==> src/rtl/layer1_seq.sv <==
// Layer-pass sequencer: walks N_GRP output groups of N_TAPS weight/pixel taps
// through a 10-lane MAC array and hands each group's column sums to a consumer.
//
// state  | meaning
// -------+----------------------------------------------------------
// IDLE   | waiting for start, accumulator held clear
// CLEAR  | clear accumulators, issue tap-0 addresses for group g
// ACCUM  | N_TAPS cycles feeding operands, prefetching the next tap
// DRAIN  | MAC_LAT cycles for the array pipeline, capture on the last
// OUTPUT | group presented on out_data until out_ready
// DONE   | one-cycle end-of-pass pulse
module layer1_seq #(
  parameter int N_TAPS  = 25,
  parameter int N_GRP   = 16,
  parameter int AW      = 12,
  parameter int MAC_LAT = 1
) (
  input  logic          clk,
  input  logic          reset,
  input  logic          start,
  output logic          busy,
  output logic [AW-1:0] w_addr,
  input  logic [15:0]   w_data,
  output logic [AW-1:0] p_addr,
  input  logic [159:0]  p_data,
  output logic [15:0]   mac_weight,
  output logic [159:0]  mac_pixels,
  output logic          mac_clr,
  input  logic [159:0]  mac_sum,
  output logic          out_valid,
  input  logic          out_ready,
  output logic [159:0]  out_data,
  output logic [7:0]    out_grp,
  output logic          done
);

  localparam logic [2:0] S_IDLE   = 3'd0;
  localparam logic [2:0] S_CLEAR  = 3'd1;
  localparam logic [2:0] S_ACCUM  = 3'd2;
  localparam logic [2:0] S_DRAIN  = 3'd3;
  localparam logic [2:0] S_OUTPUT = 3'd4;
  localparam logic [2:0] S_DONE   = 3'd5;

  localparam logic [7:0]    K_LAST     = 8'(N_TAPS - 1);
  localparam logic [7:0]    G_LAST     = 8'(N_GRP - 1);
  localparam logic [8:0]    N_TAPS_9   = 9'(N_TAPS);
  localparam logic [AW-1:0] TAPS_AW    = AW'(N_TAPS);
  localparam logic [2:0]    DRAIN_LOAD = 3'(MAC_LAT - 1);

  logic [2:0]    state;
  logic [7:0]    g;
  logic [7:0]    k;
  logic [2:0]    drain_cnt;
  logic [AW-1:0] w_base;

  // Addresses are registered one cycle ahead so the synchronous memories
  // deliver tap k's data exactly in ACCUM cycle k.
  always_ff @(posedge clk or negedge reset) begin
    if (!reset) begin
      state     <= S_IDLE;
      g         <= 8'd0;
      k         <= 8'd0;
      drain_cnt <= 3'd0;
      w_base    <= '0;
      w_addr    <= '0;
      p_addr    <= '0;
      out_data  <= '0;
      out_grp   <= 8'd0;
    end else begin
      case (state)
        S_IDLE: begin
          if (start) begin
            state  <= S_CLEAR;
            g      <= 8'd0;
            k      <= 8'd0;
            w_base <= '0;
            w_addr <= '0;
            p_addr <= '0;
          end
        end
        S_CLEAR: begin
          state <= S_ACCUM;
          k     <= 8'd0;
          if (N_TAPS > 1) begin
            w_addr <= w_base + AW'(1);
            p_addr <= AW'(1);
          end
        end
        S_ACCUM: begin
          if (k == K_LAST) begin
            state     <= S_DRAIN;
            drain_cnt <= DRAIN_LOAD;
          end else begin
            k <= k + 8'd1;
            if (({1'b0, k} + 9'd2) < N_TAPS_9) begin
              w_addr <= w_base + AW'(k) + AW'(2);
              p_addr <= AW'(k) + AW'(2);
            end
          end
        end
        S_DRAIN: begin
          if (drain_cnt == 3'd0) begin
            out_data <= mac_sum;
            out_grp  <= g;
            state    <= S_OUTPUT;
          end else begin
            drain_cnt <= drain_cnt - 3'd1;
          end
        end
        S_OUTPUT: begin
          if (out_ready) begin
            if (g == G_LAST) begin
              state <= S_DONE;
            end else begin
              g      <= g + 8'd1;
              w_base <= w_base + TAPS_AW;
              w_addr <= w_base + TAPS_AW;
              p_addr <= '0;
              state  <= S_CLEAR;
            end
          end
        end
        S_DONE:  state <= S_IDLE;
        default: state <= S_IDLE;
      endcase
    end
  end

  assign busy       = (state != S_IDLE);
  assign out_valid  = (state == S_OUTPUT);
  assign done       = (state == S_DONE);
  assign mac_clr    = (state == S_IDLE) || (state == S_CLEAR) || (state == S_DONE);
  assign mac_weight = (state == S_ACCUM) ? w_data : 16'd0;
  assign mac_pixels = (state == S_ACCUM) ? p_data : 160'd0;

endmodule

==> config.mk <==
export PLATFORM = sky130hd
export DESIGN_NAME = layer1_seq
export DESIGN_NICKNAME = d
export VERILOG_FILES = /design/src/rtl/layer1_seq.sv
export SDC_FILE = /design/constraint.sdc
export NUM_CORES = 1
export LEC_CHECK = 0
export CAP_MARGIN = 20
export CORE_AREA = 2 2 274 276
export DETAILED_ROUTE_END_ITERATION = 6
export DIE_AREA = 0 0 276 278
export HOLD_SLACK_MARGIN = 0.03
export PLACE_DENSITY = 0.5
export SYNTH_ARGS = -nofsm -noshare
export SYNTH_HDL_FRONTEND = slang
export SYNTH_SLANG_ARGS = --single-unit
==> constraint.sdc <==
create_clock -name clk -period 8 [get_ports clk]
set_input_delay 0.8 -clock clk [delete_from_list [all_inputs] [get_ports clk]]
set_output_delay 0.8 -clock clk [all_outputs]
set_load 0.02 [all_outputs]
==> impl_table.tex <==
\begin{tabular}{lr}
\hline
Metric & Value \\
\hline
\multicolumn{2}{l}{\textbf{Timing}} \\
\quad Setup TNS & 0 ns \\
\quad Setup repair after global routing missed its margin & false \\
\quad Achievable clock frequency & 208 MHz \\
\quad Final Slew Violations & 0 \\
\quad Minimum clock period after layout & 4.81 ns \\
\quad Fin. Hold Viols & 0 \\
\quad Final-report setup violation count & 0 \\
\quad Share of the clock period used by the worst path & 60.1\% \\
\quad Worst Tran Pin Value & 0.906 ns \\
\quad Setup Skew & 0.0143 ns \\
\quad Slew Limit Headroom & 39.6\% \\
\multicolumn{2}{l}{\textbf{Layout}} \\
\quad Net total in the final layout & 2,016 \\
\quad Final core utilization & 27.6\% \\
\quad Total non-filler cell area in the finished layout & 0.0204 mm2 \\
\quad Antenna Diode Count & 0 \\
\quad Syn-to-layout area delta & 79.6\% \\
\quad Fill cell total of the finished layout & 7,662 \\
\quad Fraction of final layout cells with drive strength greater than 1 & 15.7\% \\
\multicolumn{2}{l}{\textbf{Worst setup path}} \\
\quad Critical path start-end classification & flip-flop to output pin \\
\quad Cell with the largest stage delay on the worst path & sky130\_fd\_sc\_hd\_\_buf\_4 \\
\quad Peak fanout along the critical path & 120 \\
\quad Largest stage delay on the critical path & 0.81 ns \\
\quad Critical path endpoint category & output pin \\
\quad CP cell instances & nor2b\_2, nor2b\_4, buf\_4, buf\_4, and2\_1, clkdlybuf4s50\_1 \\
\quad Kind of launch point of the worst setup path & flip-flop \\
\quad Most common cell type on the critical path & sky130\_fd\_sc\_hd\_\_buf\_4 \\
\quad Crit path required time & 7.20 ns \\
\quad Data arrival at the endpoint of the critical path & 4.01 ns \\
\multicolumn{2}{l}{\textbf{Placed design}} \\
\quad Sum of net half-perimeters after detailed placement & 39,600 um \\
\quad \# port buffers & 708 \\
\quad Placer Congestion & 0.961 \\
\quad Placed instance area & 0.0194 mm2 \\
\multicolumn{2}{l}{\textbf{Floorplan}} \\
\quad Top-level port count & 712 \\
\quad Die span in y & 278 um \\
\quad Cell row count & 100 \\
\quad Initial core utilization & 15.4\% \\
\quad Core region area & 0.0738 mm2 \\
\quad Die area & 0.0767 mm2 \\
\quad Die width & 276 um \\
\multicolumn{2}{l}{\textbf{Clock network}} \\
\quad Clock tree from TritonCTS & built \\
\quad Post-cts hold buffer count & 0 \\
\quad Cell chosen for the clock root & sky130\_fd\_sc\_hd\_\_clkbuf\_16 \\
\quad \# clock sinks & 223 \\
\quad \# Post-CTS Setup Buffers & 0 \\
\quad Worst-path clk slew & 0.06 ns \\
\quad CTS Buffer Depth & 3 \\
\quad Maximum level of the CTS H-tree & 1 \\
\quad Cts bufs inserted & 29 \\
\quad Number of instances resized during post-cts repair & 0 \\
\quad Clk\_lat worst skew & 0.57 ns \\
\multicolumn{2}{l}{\textbf{Synth}} \\
\quad Post-Synth Adder-Cell Area & 2.82\% \\
\quad Proportion of netlist area held by the largest area contributor & 49.2\% \\
\quad Post-synthesis instance area & 0.0113 mm2 \\
\quad Register bit total from synthesis & 223 \\
\quad Ranking of synthesized cells by instance count & 223 x sky130\_fd\_sc\_hd\_\_dfrtp\_1, 176 x sky130\_fd\_sc\_hd\_\_and2\_1, 170 x sky130\_fd\_sc\_hd\_\_mux2\_2, 35 x sky130\_fd\_sc\_hd\_\_nand2\_1, 35 x sky130\_fd\_sc\_hd\_\_o21ai\_0 \\
\quad Fraction of registers with async set or reset after synthesis & 100\% \\
\quad Count of unique library cells instantiated by Yosys & 76 \\
\quad Number of flops mapped to enable cells by yosys & 0 \\
\quad Largest area contributor in the netlist & sky130\_fd\_sc\_hd\_\_dfrtp\_1 \\
\quad Fraction of synthesized cell area in xor and xnor cells & 1.08\% \\
\quad Share of synthesized area occupied by flip-flops and latches & 49.2\% \\
\quad Dominant register cell in the synthesized netlist & sky130\_fd\_sc\_hd\_\_dfrtp\_1 \\
\quad Number of warnings reported in the yosys synthesis log & 0 \\
\quad Area contributors post-synth & sky130\_fd\_sc\_hd\_\_dfrtp\_1 49\%, sky130\_fd\_sc\_hd\_\_mux2\_2 17\%, sky130\_fd\_sc\_hd\_\_and2\_1 9.7\%, sky130\_fd\_sc\_hd\_\_ha\_1 2.6\%, sky130\_fd\_sc\_hd\_\_mux2\_4 1.7\% \\
\quad Most frequently used cell type in the post-synthesis netlist & sky130\_fd\_sc\_hd\_\_dfrtp\_1 \\
\quad Fraction of the mapped netlist area in compound gates & 8.17\% \\
\quad Instance count of the mapped netlist & 966 \\
\quad Area fraction in and, or, nand and nor cells after synthesis & 16.0\% \\
\quad Combinational family with the most area after synthesis & multiplexers \\
\quad Mean area per synthesized cell & 11.7 um2 \\
\quad Portion of netlist area occupied by mux cells & 19.0\% \\
\multicolumn{2}{l}{\textbf{Detailed routing}} \\
\quad Number of detailed-route iterations in the first pass & 7 \\
\quad Routed length per instance & 18.9 um \\
\quad Via count normalized by instance count & 3.85 \\
\quad Vias & 10,173 \\
\quad Residual antenna-violating net count after detailed routing & 0 \\
\quad DRC violation count after routing & 51 \\
\quad First-iteration detailed-routing DRC count & 454 \\
\quad Total wire length after detailed routing & 49,800 um \\
\multicolumn{2}{l}{\textbf{Global routing}} \\
\quad Number of global-route vias before repair & 10,785 \\
\quad Largest net degree at the start of global routing & 121 \\
\quad Grt met3 use & 3.87\% \\
\quad Global route overflow & 0 \\
\quad Global routing met1 resource utilization & 13.1\% \\
\quad Wire length of the first global-routing pass & 72,600 um \\
\quad Antenna violations before repair & 4 \\
\quad Top Usage Layer GRT & met2 \\
\quad Total Routing Usage GR & 12.5\% \\
\quad Global-route track usage on met2 & 23.7\% \\
\multicolumn{2}{l}{\textbf{Outcome}} \\
\quad Failing checks & design-rule violations \\
\quad Result of the run & complete, but fails checks \\
\multicolumn{2}{l}{\textbf{Power}} \\
\quad Post-layout total power & 7.36 mW \\
\quad Maximum VDD drop & 0.229 mV \\
\quad Power density of the placed cells & 361 mW/mm2 \\
\quad Standby leakage power & 8.16 nW \\
\multicolumn{2}{l}{\textbf{Flow run}} \\
\quad Reported max-cap violation count & 0 \\
\multicolumn{2}{l}{\textbf{Hold path}} \\
\quad Hold/Removal Path Class & primary input to async pin \\
\hline
\end{tabular}
[sequential cells by signal (all words and copies together) (netlist names), 8 cells and up]
signal and cells:
p_addr 9, g 8, out_grp 8, k 8, out_data 160, w_addr 12
w_base 12
[cell type report]
class	instances	area, um2	share of cell area (%)
inverter	14	52.6	0.258
clock buffer	38	790	3.88
timing repair buffer	718	7200	35.4
multi-input combinational	665	5360	26.3
clock inverter	13	169	0.829
tap	969	1210	5.95
sequential	223	5580	27.4
[stage by stage]
stage | std cells | hold slack [ns] | setup WS [ns]
after floorplan | 968 | 0.462 | 5.24
after global placement | 2587 | 0.486 | 3.80
after detailed placement | 2587 | 0.489 | 3.73
after CTS | 2638 | 0.222 | 3.07
after global routing | 2640 | 0.241 | 2.76
final | 2640 | 0.233 | 3.19
[final timing paths]
kind | from | end | slack [ns] | depth (start not counted)
max | state[1] | mac_pixels[91] | 3.19 | 6
min | reset | out_data[145] | 0.23 | 1
max reg2reg | state[1] | w_addr[4] | 4.49 | 7
min reg2reg | drain_cnt[0] | drain_cnt[0] | 0.50 | 1
max in group asynchronous | reset | out_data[7] | 6.36 | 2
min in group clk | drain_cnt[0] | drain_cnt[0] | 0.50 | 1
[report_power, final]
group / internal, mW / switching [mW]
combinational: 2.06 / 2.07
clock: 0.792 / 0.539
sequential: 1.59 / 0.307
total: 4.44 / 2.91
[layout by cell type, fill, tap and decap left out, drive strengths merged, types with 5 or more instances in the layout]
master	instances
nand3	19
inv	16
mux2	183
a211oi	5
buf	11
and3	6
or3	7
a21oi	18
ha	24
a22o	8
nor3	10
xor2	9
nand2	36
a31oi	6
clkdlybuf4s50	707
nor2b	10
o21a	5
clkbuf	38
a21o	10
nor2	22
o21ai	37
and2	177
xnor2	5
dfrtp	223
[kinds of logic after synthesis]
kind of cell	after synthesis
flip-flops	223
AND/OR/NAND/NOR	308
adder cells (fa/ha/maj)	25
buffers and inverters	80
multiplexers	187
other	1
AO/OA/AOI/OAI	128
XOR/XNOR	14
[critical path, delay by kind of cell, from the launching register on]
family                 cells  cell delay, ns
AND/OR/NAND/NOR            3            0.67
buffers and inverters      3            1.94
flip-flops                 1            0.75
[per-layer routing]
layer | up-vias | part of all wire [%]
met1 | 4881 | 35
met2 | 501 | 53
met4 | 2 | 3.0
met5 | - | 0.026
li1 | 4725 | -
met3 | 64 | 8.7
No activity file was read; power rests on OpenSTA's default activity.
